<file path="config.mk">
export PLATFORM = sky130hd
export DESIGN_NAME = key_repeat_scheduler
export DESIGN_NICKNAME = d
export VERILOG_FILES = /design/src/rtl/kbd_pkg.sv /design/src/rtl/char_fifo.sv /design/src/rtl/key_repeat_scheduler.sv
export SDC_FILE = /design/constraint.sdc
export NUM_CORES = 1
export LEC_CHECK = 0
export CAP_MARGIN = 10
export CORE_MARGIN = 10
export CORE_UTILIZATION = 54
export DETAILED_ROUTE_END_ITERATION = 8
export PLACE_DENSITY = 0.76
export SLEW_MARGIN = 15
export SYNTH_ARGS = -nofsm -noshare
export SYNTH_HDL_FRONTEND = slang
export SYNTH_SLANG_ARGS = --single-unit
</file>
<file path="constraint.sdc">
create_clock -name clk -period 2.7 [get_ports clk]
set_input_delay 0.81 -clock clk [delete_from_list [all_inputs] [get_ports clk]]
set_output_delay 0.81 -clock clk [all_outputs]
set_load 0.1 [all_outputs]
</file>
<file path="src/rtl/kbd_pkg.sv">
// Shared keyboard definitions: repeat FSM encoding, NUL code and default timing.
package kbd_pkg;

   typedef enum logic [1:0] {
      ST_IDLE   = 2'd0,
      ST_HOLD   = 2'd1,
      ST_REPEAT = 2'd2
   } kr_state_t;

   localparam logic [7:0]  ASCII_NUL      = 8'h00;
   localparam int unsigned DEF_DEPTH      = 8;
   localparam int unsigned DEF_DELAY_CYC  = 50_000_000;
   localparam int unsigned DEF_PERIOD_CYC = 10_000_000;

   function automatic int unsigned max_u(input int unsigned a, input int unsigned b);
      return (a > b) ? a : b;
   endfunction

endpackage

</file>
<file path="src/rtl/char_fifo.sv">
// Single-clock character FIFO with registered head, occupancy and sticky overflow.
module char_fifo #(
   parameter int unsigned DEPTH = 8
) (
   input  logic                     clk,
   input  logic                     rst,
   input  logic                     push,
   input  logic [7:0]               din,
   input  logic                     out_ready,
   input  logic                     clr_ovf,
   output logic                     out_valid,
   output logic [7:0]               out_ascii,
   output logic                     overflow,
   output logic [$clog2(DEPTH):0]   fill
);

   localparam int unsigned AW = $clog2(DEPTH);
   localparam int unsigned FW = AW + 1;

   logic [7:0]    mem [DEPTH];
   logic [AW-1:0] rd_ptr;
   logic [AW-1:0] wr_ptr;
   logic [AW-1:0] rd_ptr_n;
   logic [FW-1:0] fill_n;
   logic [7:0]    head_n;
   logic          do_pop;
   logic          do_push;
   logic          drop;
   logic          full;

   // Handshake decode; a pop frees a slot for a push in the same cycle.
   always_comb begin
      full     = (fill == FW'(DEPTH));
      do_pop   = out_valid && out_ready;
      do_push  = push && (!full || do_pop);
      drop     = push && full && !do_pop;
      rd_ptr_n = do_pop ? rd_ptr + AW'(1) : rd_ptr;
      fill_n   = fill + FW'(do_push) - FW'(do_pop);
      head_n   = (do_push && (rd_ptr_n == wr_ptr)) ? din : mem[rd_ptr_n];
   end

   always_ff @(posedge clk) begin
      if (rst && do_push) begin
         mem[wr_ptr] <= din;
      end
   end

   always_ff @(posedge clk) begin
      if (!rst) begin
         rd_ptr    <= '0;
         wr_ptr    <= '0;
         fill      <= '0;
         out_valid <= 1'b0;
         out_ascii <= 8'h00;
         overflow  <= 1'b0;
      end else begin
         rd_ptr    <= rd_ptr_n;
         wr_ptr    <= do_push ? wr_ptr + AW'(1) : wr_ptr;
         fill      <= fill_n;
         out_valid <= (fill_n != '0);
         out_ascii <= head_n;
         // A drop wins over a clear in the same cycle.
         if (drop) begin
            overflow <= 1'b1;
         end else if (clr_ovf) begin
            overflow <= 1'b0;
         end
      end
   end

endmodule

</file>
<file path="src/rtl/key_repeat_scheduler.sv">
// Typematic key repeat: initial push on make, delayed repeat while held, queued in a FIFO.
module key_repeat_scheduler
   import kbd_pkg::*;
#(
   parameter int unsigned DEPTH      = DEF_DEPTH,
   parameter int unsigned DELAY_CYC  = DEF_DELAY_CYC,
   parameter int unsigned PERIOD_CYC = DEF_PERIOD_CYC
) (
   input  logic                     clk,
   input  logic                     rst,
   input  logic                     key_valid,
   input  logic                     key_make,
   input  logic [7:0]               ascii_in,
   output logic                     out_valid,
   output logic [7:0]               out_ascii,
   input  logic                     out_ready,
   output logic                     overflow,
   input  logic                     clr_ovf,
   output logic [$clog2(DEPTH):0]   fill
);

   localparam int unsigned CNT_RAW = $clog2(max_u(DELAY_CYC, PERIOD_CYC));
   localparam int unsigned CNT_W   = (CNT_RAW < 1) ? 1 : CNT_RAW;

   kr_state_t        state;
   kr_state_t        state_n;
   logic [CNT_W-1:0] cnt;
   logic [CNT_W-1:0] cnt_n;
   logic [7:0]       held;
   logic [7:0]       held_n;
   logic             key_ev_c;
   logic             push_c;
   logic [7:0]       push_dat_c;
   logic             push_q;
   logic [7:0]       push_dat_q;

   always_ff @(posedge clk) begin
      if (!rst) begin
         state      <= ST_IDLE;
         cnt        <= '0;
         held       <= 8'h00;
         push_q     <= 1'b0;
         push_dat_q <= 8'h00;
      end else begin
         state      <= state_n;
         cnt        <= cnt_n;
         held       <= held_n;
         push_q     <= push_c;
         push_dat_q <= push_dat_c;
      end
   end

   // Key events pre-empt the timer; unmatched releases let the timer run on.
   always_comb begin
      state_n    = state;
      cnt_n      = cnt;
      held_n     = held;
      push_c     = 1'b0;
      push_dat_c = held;
      key_ev_c   = key_valid && (ascii_in != ASCII_NUL);
      if (key_ev_c && key_make) begin
         push_c     = 1'b1;
         push_dat_c = ascii_in;
         held_n     = ascii_in;
         cnt_n      = CNT_W'(DELAY_CYC - 1);
         state_n    = ST_HOLD;
      end else if (key_ev_c && (state != ST_IDLE) && (ascii_in == held)) begin
         state_n = ST_IDLE;
      end else begin
         unique case (state)
            ST_HOLD, ST_REPEAT: begin
               if (cnt == '0) begin
                  push_c  = 1'b1;
                  cnt_n   = CNT_W'(PERIOD_CYC - 1);
                  state_n = ST_REPEAT;
               end else begin
                  cnt_n = cnt - CNT_W'(1);
               end
            end
            default: ;
         endcase
      end
   end

   char_fifo #(
      .DEPTH (DEPTH)
   ) u_fifo (
      .clk       (clk),
      .rst       (rst),
      .push      (push_q),
      .din       (push_dat_q),
      .out_ready (out_ready),
      .clr_ovf   (clr_ovf),
      .out_valid (out_valid),
      .out_ascii (out_ascii),
      .overflow  (overflow),
      .fill      (fill)
   );

endmodule

</file>
==> results_dict.tcl, run 1 <==
set metrics [dict create \
    outcome "finished clean" \
    final_layout_size_suffix_gt1_frac 0.238 \
    numPortBuffers 27 \
    drtPass1Iterations 5 \
    die_area_um2 13900 \
    power.switching_fraction 0.334 \
    post_cts_buffers 0 \
    post-route-cell-area_um2 6460 \
    highest_count_cells_in_the_layout_ignoring_fill_and_taps "edfxtp_1, buf_4, dfxtp_1, nand2_1, a21oi_1" \
    dp_hpwl_um 7540 \
    first_global_vias 3894 \
    floorplan.die.width_um 118 \
    power_spent_charging_and_discharging_nets_uw 1970 \
    final.setup_skew_ns 0.0151 \
    grt_start_max_net_pins 21 \
    clkLatencyLatePin_ns 0.53 \
    slew_headroom 0.581 \
    grt.overflow.total 0 \
    finalSetupViolCount 0 \
    maximum_capacitance_violations 0 \
    drtIter0Drc 218 \
    clockRootBuffer "clkbuf_8" \
    tightest_slew_ns 0.623 \
    fmax_mhz 383 \
    routedWlPerCell_um 17.2 \
    floorplan.die.height_um 118 \
    routabilityCongestion 0.880 \
    seq_area_frac_synth 0.590 \
    ff2ff_path_depth 6 \
    layout_setup_ws_ns 0.0912 \
    detailed_place.area_um2 5910 \
    cts.reportedPaths.clkPinSlew_ns 0.06 \
    area_growth_pct 24.4 \
    number_of_antenna_violations_at_the_first_check_in_global_routing 0 \
    timing.hold.worst.class "register to register" \
    cts_buffers 17 \
    post-place-cells 622 \
    avgSynthCellArea_um2 11.9 \
    clock_power_share 0.349 \
    ctsHoldBuffers 0 \
    wire_length_of_the_first_global_routing_pass_um 19000 \
    mostFrequentLayoutCell "edfxtp_1" \
    finish.cell_count_without_fillers 654 \
    route.antenna.remaining_nets 0 \
    crit_fanout 3 \
    htree_levels 4 \
    number_of_vias_per_cell_after_detailed_routing 5.74 \
    cp_data_required_time_ns 3.09 \
    tritoncts_clock_tree "yes" \
    power.internal_uw 3920 \
    antennaDiodeCount 0 \
    worst_hold_path.num_cells 2 \
    hold_violations 0 \
    fillCellCount 657 \
    fin_total_pwr_uw 5890 \
    timing.critical_path.from_type "input port" \
    cts_num_sinks 121 \
    share_comb_of_total_power 0.286 \
    setup.worst_path.end_class "register" \
    clock_path_buffers 2 \
    detailedPlace.worstSlack_ns -0.444 \
    fp-row-count 35 \
    postSynthCellCount 436 \
    pwr_density_cell_nw_per_um2 911 \
    syn_nets 460 \
    arrival_ns 3.00 \
    finalWirelength_um 11200 \
    synth-seq-cells 121 \
    drc_errors 0 \
    kind_of_critical_path "input port to register" \
    number_of_distinct_standard_cells_referenced_by_the_synthesized_netlist 50 \
    synth.cell_area_um2 5190 \
    initial_core_util 0.559 \
    power.leakage_uw 0.00239 \
    max-vdd-ir-drop_mv 0.464 \
    grt_use_total 0.167 \
    clock_period_minus_final_worst_setup_slack_ns 2.61 \
    period_utilization_post_route 0.966 \
    boundaryPins 28 \
    dr_total_vias 3757 \
    core_um2 9280 \
    layout.core_utilization 0.696 \
    final_net_count 536 \
    finalMaxSlewViolations 0 \
    synth_warnings 0 \
    power.sequential.fraction 0.365 \
]
==> per-stage QoR <==
stage                     setup TNS [ns]  hold slack, ns
after detailed placement          -13.99           0.456
after floorplan                        0           0.432
after CTS                              0           0.464
final                                  0           0.463
after global routing             -0.0553           0.486
after global placement            -12.45           0.443
==> metal layers <==
metal  global-route usage  vias to the layer above  part of all wire
met2                0.277                      120              0.49
met5                    0                        -                 0
li1                     -                     1776                 -
met1                0.200                     1852              0.45
met3               0.0456                        9             0.053
met4               0.0672                        0             0.010
==> path summary, 6_finish.rpt <==
kind	start	endpoint	slack [ns]
worst min register to register	state[1]	state[1]	0.46
worst min-delay path	state[1]	state[1]	0.46
worst max-delay path	out_ready	u_fifo.out_valid	0.09
worst max register to register	cnt[17]	cnt[24]	0.16
==> cells by family after synthesis <==
kind of cell	Yosys count	share of synthesized area
buffers and inverters	32	0.0275
AOI/OAI and AO/OA	75	0.0843
adders and majority gates	10	0.0255
muxes	19	0.0759
xor gates and xnor gates	29	0.0489
DFF	121	0.590
and+or+nand+nor	150	0.148
==> state kept, by name (all words and copies together) (netlist names) <==
register          flops
cnt                  26
push_dat_q            8
push_q                1
state                 2
u_fifo.fill           4
u_fifo.mem           64
u_fifo.out_ascii      8
u_fifo.out_valid      1
u_fifo.overflow       1
u_fifo.rd_ptr         3
u_fifo.wr_ptr         3
==> repair_timing <==
action                                  CTS  global route
gates resized for setup                   0             4
hold endpoints to repair                  0             0
endpoints found under the setup margin    0             4
==> power by group through the flow <==
stage | registers, uW | clock network (uW) | logic (uW)
4_1_cts | 2150 | 2080 | 1700
5_1_grt | 2160 | 2170 | 1820
2_1_floorplan | 2670 | 0 | 787
3_3_place_gp | 2180 | 0 | 1660
3_5_place_dp | 2180 | 0 | 1680
6_report | 2150 | 2050 | 1680
==> cell type report <==
type / count / area [um^2] / share of cell area
Sequential cell: 121 / 3070 / 0.475
Timing Repair Buffer: 76 / 628 / 0.0972
Clock buffer: 18 / 418 / 0.0647
Clock inverter: 14 / 124 / 0.0192
Tap cell: 129 / 161 / 0.0250
Inverter: 13 / 48.8 / 0.00755
Multi-Input combinational cell: 283 / 2010 / 0.311
==> critical path: stages <==
cell	delay (ns)
clkdlybuf4s50_1	0.43
nand2_2	0.09
inv_1	0.04
ha_1	0.26
inv_1	0.04
ha_1	0.22
fa_1	0.38
xnor2_1	0.16
nor2_1	0.07
or4_1	0.51
==> synth_stat cells, drive strengths merged <==
library cell,n,share of area
a2111oi,2,0.0034
a211oi,1,0.0014
a21boi,1,0.0014
a21o,2,0.0029
a21oi,33,0.032
a31oi,13,0.016
a41o,1,0.0019
and2,4,0.0048
and3,2,0.0024
buf,8,0.010
clkbuf,11,0.0080
clkinv,1,0.00072
dfxtp,57,0.22
edfxtp,64,0.37
fa,1,0.0039
ha,9,0.022
inv,12,0.0087
mux2i,3,0.0058
mux4,16,0.070
nand2,46,0.033
nand2b,6,0.0072
nand3,10,0.0096
nand3b,2,0.0029
nand4,2,0.0024
nand4b,2,0.0034
nor2,32,0.023
nor2b,1,0.0012
nor3,15,0.014
nor4,13,0.020
nor4b,1,0.0017
nor4bb,1,0.0019
o211ai,2,0.0029
o21a,2,0.0029
o21ai,14,0.013
o311a,1,0.0019
o31a,1,0.0017
o31ai,2,0.0029
or2,2,0.0024
or3,3,0.0036
or4,8,0.014
xnor2,18,0.030
xor2,11,0.019
(Power assumes the default switching activity.)
==> run 2, diff against run 1 <==
CTS_CLUSTER_DIAMETER = 80   (was default)
CTS_CLUSTER_SIZE = 14   (was default)
==> results of run 2 <==
Same layout as run 1: the final DEF is identical, and so are final timing and power.
